==> src/rtl/ddr_port_arbiter.sv <==
// Round-robin arbiter that funnels several Avalon-style masters onto one DDR command port.
// A small tag FIFO of port ids steers in-order read responses back to their requesters.
module ddr_port_arbiter #(
    parameter int NUM_PORTS   = 2,
    parameter int ADDR_WIDTH  = 30,
    parameter int DATA_WIDTH  = 32,
    parameter int MAX_PENDING = 4
) (
    input  logic                                  clk_clk,
    input  logic                                  reset_reset_n,
    input  logic [NUM_PORTS*ADDR_WIDTH-1:0]       port_address,
    input  logic [NUM_PORTS-1:0]                  port_read,
    input  logic [NUM_PORTS-1:0]                  port_write,
    input  logic [NUM_PORTS*DATA_WIDTH-1:0]       port_writedata,
    input  logic [NUM_PORTS*(DATA_WIDTH/8)-1:0]   port_byteenable,
    output logic [NUM_PORTS-1:0]                  port_waitrequest,
    output logic [DATA_WIDTH-1:0]                 port_readdata,
    output logic [NUM_PORTS-1:0]                  port_readdatavalid,
    output logic [ADDR_WIDTH-1:0]                 mem_address,
    output logic                                  mem_read,
    output logic                                  mem_write,
    output logic [DATA_WIDTH-1:0]                 mem_writedata,
    output logic [DATA_WIDTH/8-1:0]               mem_byteenable,
    input  logic                                  mem_waitrequest,
    input  logic [DATA_WIDTH-1:0]                 mem_readdata,
    input  logic                                  mem_readdatavalid,
    output logic                                  err_unexpected
);

    localparam int BE_WIDTH  = DATA_WIDTH / 8;
    localparam int ID_WIDTH  = $clog2(NUM_PORTS);
    localparam int PTR_WIDTH = $clog2(MAX_PENDING);
    localparam int CNT_WIDTH = PTR_WIDTH + 1;

    typedef enum logic {
        ST_IDLE,
        ST_BUSY
    } state_t;

    state_t                 r_state;
    state_t                 w_state_next;
    logic [ID_WIDTH-1:0]    r_grant;
    logic [ID_WIDTH-1:0]    w_grant_next;
    logic [ID_WIDTH-1:0]    r_rr_last;
    logic [ID_WIDTH-1:0]    w_rr_last_next;

    logic [ID_WIDTH-1:0]    r_tag_mem [MAX_PENDING];
    logic [PTR_WIDTH-1:0]   r_wr_ptr;
    logic [PTR_WIDTH-1:0]   r_rd_ptr;
    logic [CNT_WIDTH-1:0]   r_count;
    logic                   r_err;

    logic [ADDR_WIDTH-1:0]  w_addr  [NUM_PORTS];
    logic [DATA_WIDTH-1:0]  w_wdata [NUM_PORTS];
    logic [BE_WIDTH-1:0]    w_be    [NUM_PORTS];
    logic [NUM_PORTS-1:0]   w_req;

    logic                   w_busy;
    logic                   w_g_read;
    logic                   w_g_write;
    logic                   w_g_rd_only;
    logic                   w_full;
    logic                   w_read_stall;
    logic                   w_accept;
    logic                   w_push;
    logic                   w_pop;
    logic                   w_found;
    logic [ID_WIDTH-1:0]    w_pick;

    function automatic logic [ID_WIDTH-1:0] wrap_id(input int v);
        return ID_WIDTH'(v % NUM_PORTS);
    endfunction

    generate
        for (genvar gi = 0; gi < NUM_PORTS; gi++) begin : g_port
            assign w_addr[gi]  = port_address[gi*ADDR_WIDTH +: ADDR_WIDTH];
            assign w_wdata[gi] = port_writedata[gi*DATA_WIDTH +: DATA_WIDTH];
            assign w_be[gi]    = port_byteenable[gi*BE_WIDTH +: BE_WIDTH];
            assign w_req[gi]   = port_read[gi] | port_write[gi];

            // Only the granted port can ever see waitrequest low.
            assign port_waitrequest[gi] = !(w_busy && (r_grant == ID_WIDTH'(gi)))
                                          || mem_waitrequest || w_read_stall;

            assign port_readdatavalid[gi] = w_pop && (r_tag_mem[r_rd_ptr] == ID_WIDTH'(gi));
        end
    endgenerate

    assign w_busy       = (r_state == ST_BUSY);
    assign w_g_read     = port_read[r_grant];
    assign w_g_write    = port_write[r_grant];
    assign w_g_rd_only  = w_g_read & ~w_g_write;
    assign w_full       = (r_count == CNT_WIDTH'(MAX_PENDING));
    assign w_read_stall = w_g_rd_only & w_full;

    assign mem_read       = w_busy & w_g_rd_only & ~w_full;
    assign mem_write      = w_busy & w_g_write;
    assign mem_address    = w_addr[r_grant];
    assign mem_writedata  = w_wdata[r_grant];
    assign mem_byteenable = w_be[r_grant];

    assign w_accept = (mem_read | mem_write) & ~mem_waitrequest;
    assign w_push   = w_accept & mem_read;
    assign w_pop    = mem_readdatavalid & (r_count != '0);

    assign port_readdata  = mem_readdata;
    assign err_unexpected = r_err;

    // Round-robin search starting just after the last served port.
    always_comb begin
        w_found = 1'b0;
        w_pick  = '0;
        for (int k = 1; k <= NUM_PORTS; k++) begin
            if (!w_found && w_req[wrap_id(int'(r_rr_last) + k)]) begin
                w_found = 1'b1;
                w_pick  = wrap_id(int'(r_rr_last) + k);
            end
        end
    end

    always_comb begin
        w_state_next   = r_state;
        w_grant_next   = r_grant;
        w_rr_last_next = r_rr_last;
        case (r_state)
            ST_IDLE: begin
                if (w_found) begin
                    w_grant_next = w_pick;
                    w_state_next = ST_BUSY;
                end
            end
            ST_BUSY: begin
                if (w_accept) begin
                    w_rr_last_next = r_grant;
                    w_state_next   = ST_IDLE;
                end else if (!(w_g_read || w_g_write)) begin
                    // Abandoned request: give up the slot but keep the fairness pointer.
                    w_state_next = ST_IDLE;
                end
            end
            default: w_state_next = ST_IDLE;
        endcase
    end

    always_ff @(posedge clk_clk or negedge reset_reset_n) begin
        if (!reset_reset_n) begin
            r_state   <= ST_IDLE;
            r_grant   <= '0;
            r_rr_last <= ID_WIDTH'(NUM_PORTS - 1);
        end else begin
            r_state   <= w_state_next;
            r_grant   <= w_grant_next;
            r_rr_last <= w_rr_last_next;
        end
    end

    always_ff @(posedge clk_clk or negedge reset_reset_n) begin
        if (!reset_reset_n) begin
            r_wr_ptr <= '0;
            r_rd_ptr <= '0;
            r_count  <= '0;
            r_err    <= 1'b0;
        end else begin
            if (w_push) begin
                r_wr_ptr <= r_wr_ptr + 1'b1;
            end
            if (w_pop) begin
                r_rd_ptr <= r_rd_ptr + 1'b1;
            end
            case ({w_push, w_pop})
                2'b10:   r_count <= r_count + 1'b1;
                2'b01:   r_count <= r_count - 1'b1;
                default: r_count <= r_count;
            endcase
            if (mem_readdatavalid && (r_count == '0)) begin
                r_err <= 1'b1;
            end
        end
    end

    // Tag storage needs no reset: occupancy decides which entries are meaningful.
    always_ff @(posedge clk_clk) begin
        if (w_push) begin
            r_tag_mem[r_wr_ptr] <= r_grant;
        end
    end

endmodule

==> config.mk <==
export PLATFORM = sky130hd
export DESIGN_NAME = ddr_port_arbiter
export DESIGN_NICKNAME = d
export VERILOG_FILES = /design/src/rtl/ddr_port_arbiter.sv
export SDC_FILE = /design/constraint.sdc
export NUM_CORES = 1
export LEC_CHECK = 0
export BUFFER_PORTS_ARGS = -buffer_cell sky130_fd_sc_hd__buf_2
export CORE_AREA = 2 2 108 110
export CTS_BUF_LIST = sky130_fd_sc_hd__clkbuf_4 sky130_fd_sc_hd__clkbuf_8
export DETAILED_ROUTE_END_ITERATION = 6
export DIE_AREA = 0 0 110 112
export GPL_TIMING_DRIVEN = 0
export HOLD_SLACK_MARGIN = 0.05
export SYNTH_ARGS = -nofsm -noshare
export SYNTH_HDL_FRONTEND = slang
export SYNTH_SLANG_ARGS = --single-unit
==> constraint.sdc <==
create_clock -name clk_clk -period 3.05 [get_ports clk_clk]
set_input_delay 0 -clock clk_clk [delete_from_list [all_inputs] [get_ports clk_clk]]
set_output_delay 0 -clock clk_clk [all_outputs]
set_load 0.02 [all_outputs]
==> metrics.cfg <==
[cts]
h-tree-depth=1
clock-root-buffer=clkbuf_8
post_cts_resized=0
cts_tree=yes
cts_buffer_depth=2
cts_buffers=3
clkLatencyLatePin_ns=0.24
clkTransAtPathRegs_ns=0.06
cts_sinks=15

[critical_path]
crit_fanout=8
r2r_setup_slack_ns=0.70
worstPathRequired_ns=3.18
crit_type=flop to flop
r2r_cells=9
critPathLaunchType=flop
critPathArrivalTime_ns=2.48
cp-end-kind=flop

[grt]
antenna_found_initial=0
grt_pass1_wl_mm=10.9
globalRoute.totalOverflow=0
grt_pass1_vias=2259
grt_use_total_pct=11.1
grt_max_degree=12

[yosys]
synth.yosys.seq_area_share_pct=21.1
avgSynthCellArea_um2=10.4
netlist_area_um2=1880
async_flop_share_pct=73.3
synth_fp_nets=358
ys_dominant_reg_cell=dfrtp_1
synth_edf_count=4
synth_cell_types=34
synth_cells=180
yosys_warnings=0
ys_seq_elements=15

[floorplanning]
io-pin-count=277
die_h_um=112
die_w_um=110
num_rows=39
core_area_um2=11200
die_area_um2=12300
start_util_pct=16.8

[timing]
fin_skew_ns=0.00351
finalCritPeriodShare_pct=76.9
max_freq_mhz=426
setup_viol=0
tns_ns=0
worst_pin_slew_ns=0.596
timing.final.crit_period_ns=2.35
rsz0062_at_grt=false
slew_viol_final=0
max_slew_margin_pct=60.3
hold_viol_final=0

[power]
power_density_nw_per_um2=713
clock_power_share_pct=7.0
finalPower_mw=2.39
combPwrFrac_pct=77.0
p_int_mw=1.23
power.leakage_nw=1.80
vdd_drop_max_mv=0.329
switching_power_mw=1.17
p_seq_share_pct=16.1
p_sw_share_pct=48.8

[placement]
portBuffers=244
hpwl_mm=6.69
place_congestion=0.817

[layout]
final_net_count=610
n_antenna_cell=0
fillers=1177
area_delta_synth_final_pct=78.6
drive_gt1_share_pct=83.5

[outcome]
status=completed

[routing]
drtPass1Iterations=4
wl_per_cell_um=13.0
wl_mm=7.49
drc_errors=0
ant_nets=0
num_vias=2294
vias_per_cell=4.00
drt_iter0_drc=83

[min_path]
hp-class=primary input to flop
min_delay_path_depth=3

[run]
drv_cap=0

## synthesized netlist by cell type (2+ instances only)
library cell | n | area (µm²)
nor2_1 | 7 | 26.3
xnor2_1 | 3 | 26.3
buf_4 | 32 | 240
xor2_1 | 3 | 26.3
mux2i_1 | 3 | 30.0
ha_1 | 5 | 62.6
edfxtp_1 | 4 | 120
buf_2 | 7 | 35.0
dfrtp_1 | 10 | 250
mux2_2 | 66 | 743
a211oi_1 | 2 | 15.0
or3b_2 | 3 | 26.3
inv_1 | 8 | 30.0
and2_1 | 5 | 31.3
a21oi_1 | 2 | 10.0
or3_1 | 2 | 12.5
## path summary, 6_finish.rpt
kind                                       startpoint                          to
max                               r_grant$_DFFE_PN0P_      r_count[2]$_DFFE_PN0P_
min                                     port_write[1]       r_rr_last$_DFFE_PN1P_
max reg2reg                       r_grant$_DFFE_PN0P_      r_count[2]$_DFFE_PN0P_
min reg2reg                err_unexpected$_DFFE_PN0P_  err_unexpected$_DFFE_PN0P_
max in group asynchronous               reset_reset_n       r_rr_last$_DFFE_PN1P_
min in group asynchronous               reset_reset_n      r_count[2]$_DFFE_PN0P_
## layout make-up
class	count	area (µm²)	area share (%)
buffer	40	279	8.31
clock buffer	4	48.8	1.45
inverter	8	30.0	0.894
multi-input combinational	117	1170	35.0
sequential	15	397	11.8
tap	143	179	5.33
timing repair buffer	247	1250	37.2
## sequential cells by signal, summed over array words and instances, names as in the netlist
register and flops:
r_grant 1, r_rd_ptr 2, r_wr_ptr 2, r_rr_last 1
err_unexpected 1, r_tag_mem 4, r_count 3, r_state 1
## critical path, stage by stage, from the launching register on
cell	delay, ns
dfrtp_1	0.45
or3b_4	0.45
a211oi_4	0.43
inv_1	0.08
ha_1	0.23
inv_1	0.07
fa_1	0.17
xor2_1	0.15
nor2_1	0.06
xor2_1	0.14
## cells in the final DEF, fill, tap and decap left out, types with 2 or more instances in the layout
| cell | Yosys | final |
|---|---|---|
| a21oi_1 | 2 | 2 |
| edfxtp_1 | 4 | 4 |
| mux2_2 | 66 | 66 |
| clkbuf_8 | 0 | 3 |
| buf_4 | 32 | 32 |
| dlygate4sd3_1 | 0 | 3 |
| xnor2_1 | 3 | 3 |
| and2_1 | 5 | 5 |
| xor2_1 | 3 | 3 |
| buf_2 | 7 | 251 |
| or3b_2 | 3 | 3 |
| mux2i_1 | 3 | 3 |
| ha_1 | 5 | 5 |
| a211oi_1 | 2 | 2 |
| or3_1 | 2 | 2 |
| dfrtp_1 | 10 | 10 |
| nor2_1 | 7 | 7 |
| inv_1 | 8 | 8 |
## logic make-up (layout without fill, tap and decap cells)
logic type                 Yosys count  in the layout  synth area share (%)
AOI/OAI and AO/OA                   10             10                  4.72
xor gates and xnor gates             6              6                  2.79
adders and majority gates            6              6                  4.39
buffers and inverters               48            299                  16.4
DFF                                 15             15                  21.1
muxes                               71             71                  42.9
and+or+nand+nor                     24             24                  7.65
## stage by stage
stage / utilization, % / area, µm² / setup slack (ns) / instances / hold slack, ns
floorplan: - / 1880 / 0.919 / 180 / -0.296
global placement: 29.4 / 3280 / 0.734 / 567 / -0.114
detailed placement: 29.4 / 3280 / 0.685 / 567 / -0.111
CTS: 30.1 / 3360 / 0.671 / 574 / 0.143
global route: 30.1 / 3360 / 0.544 / 574 / 0.156
finish: 30.1 / 3360 / 0.703 / 574 / 0.141
## layer usage
| metal | GRT usage, % | vias to the layer above | part of all wire [%] |
|---|---|---|---|
| met4 | 0.928 | 0 | 0.17 |
| met2 | 20.2 | 129 | 50 |
| met1 | 14.0 | 1059 | 41 |
| li1 | - | 1104 | - |
| met5 | 0 | - | 0 |
| met3 | 2.17 | 2 | 8.3 |
## power by group through the flow
| stage | clock network, mW | logic, mW | registers, mW |
|---|---|---|---|
| 6_report | 0.167 | 1.84 | 0.385 |
| 5_1_grt | 0.186 | 1.98 | 0.401 |
| 4_1_cts | 0.174 | 1.87 | 0.385 |
| 3_5_place_dp | 0 | 1.86 | 0.389 |
| 3_3_place_gp | 0 | 1.83 | 0.383 |
| 2_1_floorplan | 0 | 1.29 | 0.374 |
## repair_timing
action | 4_1_cts | 5_1_grt
buffers inserted | 0 | 0
hold buffers | 3 | 0
hold endpoints to repair | 13 | 0
Note: power is estimated with default switching activity, not from simulation.
